===== config.mk =====
export PLATFORM = sky130hd
export DESIGN_NAME = vt100_cursor_engine
export DESIGN_NICKNAME = d
export VERILOG_FILES = /design/src/rtl/vt100_cursor_engine_pkg.sv /design/src/rtl/vt100_cursor_engine_flatten.sv /design/src/rtl/vt100_cursor_engine.sv
export SDC_FILE = /design/constraint.sdc
export NUM_CORES = 1
export LEC_CHECK = 0
export BUFFER_PORTS_ARGS = -buffer_cell sky130_fd_sc_hd__buf_2
export CAP_MARGIN = 20
export CORE_UTILIZATION = 50
export CTS_CLUSTER_DIAMETER = 50
export CTS_CLUSTER_SIZE = 30
export DETAILED_ROUTE_END_ITERATION = 16
export PLACE_DENSITY_LB_ADDON = 0.05
export SYNTH_ARGS = -nofsm -noshare
export SYNTH_HDL_FRONTEND = slang
export SYNTH_SLANG_ARGS = --single-unit

===== constraint.sdc =====
create_clock -name clk -period 4.15 [get_ports clk]
set_input_delay 0.83 -clock clk [delete_from_list [all_inputs] [get_ports clk]]
set_output_delay 0.83 -clock clk [all_outputs]
set_load 0.02 [all_outputs]

===== src/rtl/vt100_cursor_engine_pkg.sv =====
// Shared VT100 pipeline definitions: decoded command set and geometry width helpers.
package VT100Pkg;

    typedef enum logic [3:0] {
        NOP, CUU, CUD, CUF, CUB, CUP, CR, BS,
        HT, LF, RI, NEL, PRINT, DECSTBM, DECSC, DECRC
    } CommandsType;

    function automatic int row_w(input int rows);
        return (rows <= 2) ? 1 : $clog2(rows);
    endfunction

    function automatic int col_w(input int cols);
        return (cols <= 2) ? 1 : $clog2(cols);
    endfunction

endpackage


===== src/rtl/vt100_cursor_engine_flatten.sv =====
// One-stage pipeline turning (row, col) into the linear text-buffer address.
module cursor_pos_flatten #(
    parameter int COLUMNS = 80,
    parameter int ROW_W   = 5,
    parameter int COL_W   = 7
) (
    input  logic             clk,
    input  logic             rst,
    input  logic [ROW_W-1:0] row,
    input  logic [COL_W-1:0] col,
    output logic [15:0]      position
);

    always_ff @(posedge clk or negedge rst) begin
        if (!rst) begin
            position <= '0;
        end else begin
            position <= 16'(int'(row) * COLUMNS + int'(col));
        end
    end

endmodule


===== src/rtl/vt100_cursor_engine.sv =====
// Cursor/action engine: margins, deferred wrap, tabs, scroll strobes.
// Optional DECSC/DECRC save registers are built only when CURSOR_SAVE_EN is defined.
module vt100_cursor_engine
    import VT100Pkg::*;
#(
    parameter int COLUMNS   = 80,
    parameter int ROWS      = 24,
    parameter int TAB_WIDTH = 8,
    localparam int ROW_W    = row_w(ROWS),
    localparam int COL_W    = col_w(COLUMNS)
) (
    input  logic             clk,
    input  logic             rst,
    input  logic             commandReady,
    input  CommandsType      commandType,
    input  logic [7:0]       Pn1,
    input  logic [7:0]       Pn2,
    output logic [ROW_W-1:0] cursorRow,
    output logic [COL_W-1:0] cursorCol,
    output logic [15:0]      cursorPosition,
    output logic             scrollUp,
    output logic             scrollDown,
    output logic             wrapPending
);

    localparam logic [8:0] ROW_MAX = 9'(ROWS - 1);
    localparam logic [8:0] COL_MAX = 9'(COLUMNS - 1);
    localparam logic [8:0] TAB_W   = 9'(TAB_WIDTH);

    logic [ROW_W-1:0] top_m, bot_m;
    logic [8:0] row_ext, col_ext, top_ext, bot_ext;
    logic [8:0] n, p2_one, cup_row, cup_col, stbm_top, stbm_bot, tab_col;
    logic [8:0] lf_row, row_nx, col_nx, top_nx, bot_nx;
    logic       in_region, lf_up, wrap_nx, su_nx, sd_nx;

`ifdef CURSOR_SAVE_EN
    logic [ROW_W-1:0] save_row;
    logic [COL_W-1:0] save_col;
    logic             save_wrap;
`endif

    always_comb begin
        row_ext  = 9'(cursorRow);
        col_ext  = 9'(cursorCol);
        top_ext  = 9'(top_m);
        bot_ext  = 9'(bot_m);
        n        = (Pn1 == 8'd0) ? 9'd1 : {1'b0, Pn1};
        p2_one   = (Pn2 == 8'd0) ? 9'd1 : {1'b0, Pn2};
        cup_row  = (n - 9'd1 > ROW_MAX) ? ROW_MAX : n - 9'd1;
        cup_col  = (p2_one - 9'd1 > COL_MAX) ? COL_MAX : p2_one - 9'd1;
        stbm_top = n - 9'd1;
        stbm_bot = ((Pn2 == 8'd0) ? 9'(ROWS) : {1'b0, Pn2}) - 9'd1;
        tab_col  = (col_ext & ~(TAB_W - 9'd1)) + TAB_W;
        in_region = (row_ext >= top_ext) && (row_ext <= bot_ext);
        // LF at the bottom margin scrolls the region instead of moving
        lf_up    = (row_ext == bot_ext);
        lf_row   = (lf_up || row_ext == ROW_MAX) ? row_ext : row_ext + 9'd1;

        row_nx  = row_ext;
        col_nx  = col_ext;
        top_nx  = top_ext;
        bot_nx  = bot_ext;
        wrap_nx = wrapPending;
        su_nx   = 1'b0;
        sd_nx   = 1'b0;

        if (commandReady) begin
            wrap_nx = 1'b0;
            case (commandType)
                CUU: begin
                    if (in_region)
                        row_nx = (n > row_ext - top_ext) ? top_ext : row_ext - n;
                    else
                        row_nx = (n > row_ext) ? 9'd0 : row_ext - n;
                end
                CUD: begin
                    if (in_region)
                        row_nx = (row_ext + n > bot_ext) ? bot_ext : row_ext + n;
                    else
                        row_nx = (row_ext + n > ROW_MAX) ? ROW_MAX : row_ext + n;
                end
                CUF: col_nx = (col_ext + n > COL_MAX) ? COL_MAX : col_ext + n;
                CUB: col_nx = (n > col_ext) ? 9'd0 : col_ext - n;
                CUP: begin
                    row_nx = cup_row;
                    col_nx = cup_col;
                end
                CR:  col_nx = 9'd0;
                BS:  col_nx = (col_ext == 9'd0) ? 9'd0 : col_ext - 9'd1;
                HT:  col_nx = (tab_col > COL_MAX) ? COL_MAX : tab_col;
                LF: begin
                    row_nx = lf_row;
                    su_nx  = lf_up;
                end
                RI: begin
                    if (row_ext == top_ext) sd_nx = 1'b1;
                    else row_nx = (row_ext == 9'd0) ? 9'd0 : row_ext - 9'd1;
                end
                NEL: begin
                    row_nx = lf_row;
                    su_nx  = lf_up;
                    col_nx = 9'd0;
                end
                PRINT: begin
                    // the pending glyph lands in column 0 of the next line
                    if (wrapPending) begin
                        row_nx = lf_row;
                        su_nx  = lf_up;
                        col_nx = 9'd1;
                    end else if (col_ext == COL_MAX) begin
                        wrap_nx = 1'b1;
                    end else begin
                        col_nx = col_ext + 9'd1;
                    end
                end
                DECSTBM: begin
                    if (stbm_top < stbm_bot && stbm_bot <= ROW_MAX) begin
                        top_nx = stbm_top;
                        bot_nx = stbm_bot;
                        row_nx = 9'd0;
                        col_nx = 9'd0;
                    end
                end
`ifdef CURSOR_SAVE_EN
                DECRC: begin
                    row_nx  = 9'(save_row);
                    col_nx  = 9'(save_col);
                    wrap_nx = save_wrap;
                end
`endif
                default: ;
            endcase
        end
    end

    always_ff @(posedge clk or negedge rst) begin
        if (!rst) begin
            cursorRow   <= '0;
            cursorCol   <= '0;
            wrapPending <= 1'b0;
            scrollUp    <= 1'b0;
            scrollDown  <= 1'b0;
            top_m       <= '0;
            bot_m       <= ROW_W'(ROWS - 1);
        end else begin
            cursorRow   <= ROW_W'(row_nx);
            cursorCol   <= COL_W'(col_nx);
            wrapPending <= wrap_nx;
            scrollUp    <= su_nx;
            scrollDown  <= sd_nx;
            top_m       <= ROW_W'(top_nx);
            bot_m       <= ROW_W'(bot_nx);
        end
    end

`ifdef CURSOR_SAVE_EN
    always_ff @(posedge clk or negedge rst) begin
        if (!rst) begin
            save_row  <= '0;
            save_col  <= '0;
            save_wrap <= 1'b0;
        end else if (commandReady && commandType == DECSC) begin
            save_row  <= cursorRow;
            save_col  <= cursorCol;
            save_wrap <= wrapPending;
        end
    end
`endif

    cursor_pos_flatten #(
        .COLUMNS (COLUMNS),
        .ROW_W   (ROW_W),
        .COL_W   (COL_W)
    ) u_flatten (
        .clk      (clk),
        .rst      (rst),
        .row      (cursorRow),
        .col      (cursorCol),
        .position (cursorPosition)
    );

endmodule

==> metrics.cfg, run 1 <==
[outcome]
status = finished, final reports clean

[floorplan]
fp.dieArea_sq_um = 11980
initial_core_util = 0.5235
die_h_um = 109.5
placementRows = 38
coreArea_sq_um = 11030
ioPinCount = 54
die_w_um = 109.5

[sta]
hold_violations = 0
period_share = 0.9507
drv_slew = 0
fmax_ghz = 0.2535
fin_skew_ps = 4.782
setup_viol = 0
layout_setup_ws_ps = 204.5
rsz0062_at_grt = false
period_needed_ps = 3946
tightest_slew_ps = 970.7
max_slew_margin = 0.3528

[worst_setup_path]
cp_max_fo = 5
crit_type = input port to register
cpMaxStageDelayCell = or4_4
worst_path_most_repeated_cell = a21o_1
crit_arrival_ps = 4130
cp.required_ps = 4340
cp-start-kind = input port
endpoint_kind = register
max_stage_delay_ps = 560
path_cells = buf_2, nor4_4, a21o_1, inv_4, ha_4, nor4b_4, nand2_1, xnor2_1, ha_1, a21o_1, a21oi_1, o21ai_0, or3_1, a21o_1, or4_4, mux2_4

[clock_network]
ctsHoldBuffers = 0
cts_setup_buffers = 0
cts-resized-gates = 0
cts.sinks = 38
cts-root-buf = clkbuf_16
insertion_delay_ps = 300
cts_buffer_depth = 2
numCtsBuffers = 5
cts_tree = done
htreeDepth = 2
clk_pin_slew_ps = 70

[route]
routed_wl_mm = 19.26
drc = 0
via_per_inst = 6.260
drt.antenna.violating_nets = 0
wl_per_cell_um = 20.69
drtPass1Iterations = 5
vias = 5828
drt_iter0_drc = 485

[synthesis]
async_flop_share = 1.000
synthTopCellsByArea = ha_1 (20%), dfrtp_1 (15%), inv_1 (4.0%)
synth_cell_type_count = 77
synth_flop_cell = dfrtp_1
synth.cell_area_sq_um = 5774
yosys.area.top_type_share = 0.1972
synth_edf_count = 0
syn_area_per_cell_sq_um = 8.202
synthCells = 704
synth_seq_area_share = 0.1655
ys_ff_latch = 38
yosysTopAreaCell = ha_1
synth_most_common_cell = ha_1
synth_commonest_cells = ha_1 (91), inv_1 (61), nor2_1 (35)
yosysWarnings = 0

[place]
hpwl_mm = 15.35
pre_cts_ws_ps = -105.4
place_congestion = 0.9290
placed_area_sq_um = 6564
portBuffers = 50

[finish]
drive_above_1_share = 0.1922
antennaDiodeCount = 0
final_cell_area_sq_um = 6777
syn2layout_area_growth_pct = 17.36
layout.nets = 911
n_fill_cell = 1013

[global_routing]
antenna_found_initial = 0
grt_pass1_vias = 5587
grt_util_all_layers = 0.3346
grt_max_degree = 39
grt_pass1_wl_mm = 29.85
grt_overflow = 0

[power_and_ir_drop]
power_per_cell_area_nw_per_um2 = 626.5
leakage_nw = 3.189
peakVddDrop_mv = 0.4729

[min_path]
hp-class = register to register

[flow_run]
maxCapViolations = 0

==> critical path, delay by kind of cell <==
family | cells | cell delay, ps
xor+xnor | 1 | 120
mux | 1 | 320
simple gates | 5 | 1410
fa+ha+maj | 2 | 420
buf+inv | 2 | 190
compound gates | 5 | 820
==> placed cells by master (no fill, tap or decap), drive strengths merged, types with 5 or more instances in the layout <==
cell type	synthesis	final
a22oi	5	5
nor3	10	10
and3b	6	6
o31ai	17	17
nor3b	6	6
or4	7	7
dfrtp	34	34
nor2	36	36
o21a	9	9
a31oi	16	16
xor2	11	11
nand2b	17	17
a211oi	9	9
a221o	5	5
xnor2	22	22
a21oi	34	34
o22ai	7	7
ha	91	91
nand3	27	27
a221oi	12	12
clkbuf	25	5
o21ai	35	35
conb	2	5
or3	13	13
nand2	31	31
nand4	9	9
mux2	6	6
o31a	6	6
a21o	15	15
inv	62	62
fa	7	7
nor4	9	9
and2	5	5
nor2b	12	12
mux2i	9	9
or2	5	5
buf	8	109
==> metrics by stage <==
| stage | instances | TNS, ps | power, W | hold slack [ps] | utilization |
|---|---|---|---|---|---|
| floorplan | 707 | 0 | 0.002708 | 479.9 | - |
| global placement | 923 | -85.98 | 0.003586 | 519.8 | 0.5951 |
| detailed placement | 923 | -931.7 | 0.003650 | 511.1 | 0.5951 |
| CTS | 931 | 0 | 0.004200 | 526.7 | 0.6126 |
| global route | 931 | 0 | 0.004605 | 547.5 | 0.6143 |
| finish | 931 | 0 | 0.004245 | 540.8 | 0.6143 |
==> power by group <==
group	switching, W	internal [W]	total (W)
Combinational	0.00184	0.00125	0.00310
Clock	0.000188	0.000346	0.000535
Sequential	0.000122	0.000492	0.000614
==> cells by family (layout without fill, tap and decap cells) <==
family | count (synthesis) | after routing | synth area share
and+or+nand+nor | 212 | 212 | 0.2108
AOI/OAI and AO/OA | 211 | 211 | 0.2542
adders and majority gates | 98 | 98 | 0.2215
buffers and inverters | 95 | 179 | 0.06674
DFF | 38 | 38 | 0.1655
xor gates and xnor gates | 33 | 33 | 0.05005
muxes | 15 | 15 | 0.02990
other | 2 | 5 | 0.001301
==> path summary, 6_finish.rpt <==
| check | cells past startpoint | from | endpoint | slack (ps) |
|---|---|---|---|---|
| max in group asynchronous | 1 | rst | top_m[2] | 2870 |
| min in group asynchronous | 1 | rst | u_flatten.position[9] | 690 |
| hold reg to reg | 0 | cursorCol[0] | u_flatten.position[0] | 540 |
| setup reg to reg | 16 | cursorRow[0] | cursorRow[1] | 620 |
| hold / removal | 0 | cursorCol[0] | u_flatten.position[0] | 540 |
| setup / recovery | 16 | Pn1[1] | top_m[0] | 200 |
==> cell type report <==
type	instances	area, sq um	area share
Clock buffer	5	125.1	0.01846
Clock inverter	3	68.82	0.01016
Inverter	62	235.2	0.03471
Multi-Input combinational cell	574	4511	0.6656
Sequential cell	38	955.9	0.1411
Tap cell	140	175.2	0.02585
Timing Repair Buffer	109	705.7	0.1041
==> per-layer routing <==
layer	share of wire	vias up	wire (um)	GRT usage
met3	0.051	51	976	0.03972
li1	-	2796	-	-
met1	0.44	2769	8566	0.4379
met5	0	-	0	0
met2	0.46	212	8916	0.5476
met4	0.042	0	803	0.1571
==> state kept, by name (all words and copies together) (netlist names) <==
register / cells
top_m: 5
cursorCol: 7
cursorRow: 5
scrollDown: 1
scrollUp: 1
wrapPending: 1
bot_m: 5
u_flatten.position: 13
Note: power is estimated with default switching activity, not from simulation.
==> inputs of run 2 (changes only) <==
- ABC_AREA: default -> 1
- HOLD_SLACK_MARGIN: default -> 0.1
==> run 2 against run 1 <==
Against the previous run: clock power decreased by 27%; synthesized cell count grew 19%; sequential power fell by 3%; critical path depth up 6.
==> metrics.cfg, run 2 <==
[clock_network]
htreeDepth = 2  ; unchanged
insertion_delay_ps = 300  ; about the same
cts_buffer_depth = 2  ; unchanged
ctsHoldBuffers = 0  ; unchanged
clk_pin_slew_ps = 80  ; about the same
cts-root-buf = clkbuf_8
numCtsBuffers = 5  ; unchanged
cts_setup_buffers = 0  ; unchanged
cts.sinks = 38  ; unchanged
cts-resized-gates = 0  ; unchanged
cts_tree = done

[place]
portBuffers = 50  ; unchanged
place_congestion = 0.9727  ; +4.7%
hpwl_mm = 14.41  ; -6.1%
pre_cts_ws_ps = 130.1  ; +235.4 ps
dpl.cell_count = 1038  ; +12%

[flow_run]
maxCapViolations = 0  ; unchanged

[route]
drt_iter0_drc = 412  ; -15%
vias = 5826  ; -0.034%
wl_per_cell_um = 17.01  ; -18%
drc = 0  ; unchanged
via_per_inst = 5.570  ; -11%
met1_length_mm = 7.701  ; -10%
routed_wl_mm = 17.80  ; -7.6%
drtPass1Iterations = 6  ; +1
top_layer_used = met4
wl_met2_mm = 8.577  ; -3.8%
drt.antenna.violating_nets = 0  ; unchanged
wl_met3_um = 886  ; -9.2%

[power_and_ir_drop]
peakVddDrop_mv = 0.3108  ; -34%
p_int_w = 0.001756  ; -16%
clockPowerShare = 0.100  ; -0.026
switching_share = 0.5543  ; +0.04722
p_total_w = 0.003940  ; -7.2%
pwr-share-seq = 0.151  ; +0.006
p_comb_frac = 0.749  ; +0.019
power_per_cell_area_nw_per_um2 = 632.6  ; +0.98%
leakage_nw = 3.346  ; +4.9%
netSwitchingPower_w = 0.002184  ; +1.5%

[floorplan]
die_h_um = 107.7  ; -1.6%
ioPinCount = 54  ; unchanged
placementRows = 38  ; unchanged
fp.dieArea_sq_um = 11600  ; -3.2%
die_w_um = 107.7  ; -1.6%
initial_core_util = 0.5151  ; -0.008360
coreArea_sq_um = 10840  ; -1.7%

[sta]
tightest_slew_ps = 951.8  ; -18.89 ps
fmax_ghz = 0.2675  ; +5.6%
period_share = 0.9007  ; -0.05005
fin_skew_ps = 7.812  ; +3.031 ps
max_slew_margin = 0.3654  ; +0.01260
rsz0062_at_grt = false
drv_slew = 0  ; unchanged
period_needed_ps = 3738  ; -207.7 ps
hold_violations = 0  ; unchanged
layout_setup_ws_ps = 412.2  ; +207.7 ps
finalSetupTns_ps = 0  ; unchanged
setup_viol = 0  ; unchanged

[finish]
post-route-util = 0.5746  ; -0.03978
layoutNonFillerInstCount = 1046  ; +12%
final_cell_mix = nand2_1 (196), inv_1 (106), nand3_1 (98), ha_1 (91), nor2_1 (70)
seqCellArea_sq_um = 955.9  ; unchanged
top_regs = u_flatten.position: 13 flops, cursorCol: 7 flops
regMostFlops = u_flatten.position
drive_above_1_share = 0.1192  ; -0.07296
multi_input_area_sq_um = 4109  ; -8.9%
layout.nets = 1026  ; +13%
n_fill_cell = 1090  ; +7.6%
syn2layout_area_growth_pct = 11.54
antennaDiodeCount = 0  ; unchanged
layout_commonest_cell = nand2_1
largest_reg_flops = 13  ; unchanged

[synthesis]
synth_most_common_cell = nand2_1
yosysTopAreaCell = ha_1
async_flop_share = 1.000  ; unchanged
synth_commonest_cells = nand2_1 (196), inv_1 (106), nand3_1 (98)
synthCells = 839  ; +19%
ys_ff_latch = 38  ; unchanged
synth_edf_count = 0  ; unchanged
syn_area_per_cell_sq_um = 6.656  ; -19%
yosysWarnings = 0  ; unchanged
yosys.area.top_type_share = 0.2039  ; +0.006716
synth_flop_cell = dfrtp_1
synth_cell_type_count = 44  ; -43%
synthTopCellsByArea = ha_1 (20%), dfrtp_1 (15%), nand2_1 (13%)
synth_seq_area_share = 0.1712  ; +0.005638
synth.cell_area_sq_um = 5584  ; -3.3%

[worst_setup_path]
endpoint_kind = register
cp-start-kind = input port
cp.required_ps = 4340  ; about the same
cp_max_fo = 6  ; +1
crit_arrival_ps = 3930  ; -200 ps
crit_type = input port to register

[global_routing]
grt_pass1_wl_mm = 28.30  ; -5.2%
grt_pass1_vias = 5654  ; +1.2%
grt_max_degree = 39  ; unchanged
antenna_found_initial = 0  ; unchanged
grt_util_all_layers = 0.3187  ; -0.01587
grt_overflow = 0  ; unchanged

[outcome]
status = finished, final reports clean

[min_path]
hp-class = register to register

[run 2: cell count changes after synthesis, sizes merged, moves of 15 or more]
cell    previous run  this run
o31ai             17         2
nand2             31       202
nand3             27        98
nand2b            17         0
xor2              11        26
clkbuf            25         7
nor2              36        74
inv               62       118
a21oi             34        52
[run 2: critical path, cell delays in order]
cell	delay, ps
buf_2	150
inv_2	90
nand2_1	90
nor2_1	60
nand2_1	80
nand2_2	110
ha_1	230
fa_1	400
xnor2_1	300
ha_1	320
a21oi_1	120
o21ai_0	100
nand2_1	70
nand2_1	40
o21ai_0	110
nand4_1	280
o21ai_0	240
nand2_1	70
nand2_1	60
nand3_1	60
nand3_1	60
nand2_1	60
[run 2: final cells by class]
class,instances,area share
Multi-Input combinational cell,670,0.6597
Sequential cell,38,0.1535
Inverter,120,0.07232
Timing Repair Buffer,70,0.06428
Tap cell,140,0.02812
Clock buffer,5,0.01105
Clock inverter,3,0.01105
[run 2: through the flow]
| stage | hold slack (ps) | area (sq um) |
|---|---|---|
| 4_1_cts | 487.5 | 6228 |
| 3_3_place_gp | 464.5 | 6091 |
| 2_1_floorplan | 451.1 | 5595 |
| 6_report | 493.4 | 6228 |
| 3_5_place_dp | 474.3 | 6091 |
| 5_1_grt | 512.5 | 6228 |
[run 2: power by group through the flow]
stage,Clock [W],Sequential [W],Combinational [W]
3_5_place_dp,0,0.000600,0.00289
3_3_place_gp,0,0.000603,0.00286
2_1_floorplan,0,0.000732,0.00189
6_report,0.000392,0.000596,0.00295
5_1_grt,0.000413,0.000605,0.00326
4_1_cts,0.000398,0.000595,0.00290
[run 2: final timing paths]
check / from / end / slack (ps) / cells after the start
max in group asynchronous: rst / wrapPending / 2880 / 1
min in group asynchronous: rst / top_m[1] / 670 / 1
min: bot_m[4] / bot_m[4] / 490 / 2
min reg2reg: bot_m[4] / bot_m[4] / 490 / 2
max reg2reg: cursorRow[0] / cursorRow[2] / 810 / 19
max: Pn1[6] / cursorRow[4] / 410 / 22
[run 2: cell families (layout without fill, tap and decap cells)]
kind of cell             count (synthesis)  count (layout)  synth area share
adder cells (fa/ha/maj)                 98              98            0.2290
other                                    2               5          0.001345
AO/OA/AOI/OAI                          117             117            0.1154
XOR/XNOR                                40              40           0.06610
buffers and inverters                  134             198           0.09500
AND/OR/NAND/NOR                        410             410            0.3220
flip-flops                              38              38            0.1712
[run 2: layer usage]
metal / up-vias / track usage
li1: 2882 / -
met1: 2679 / 0.3926
met2: 216 / 0.5568
met3: 49 / 0.03390
met4: 0 / 0.1409
met5: - / 0
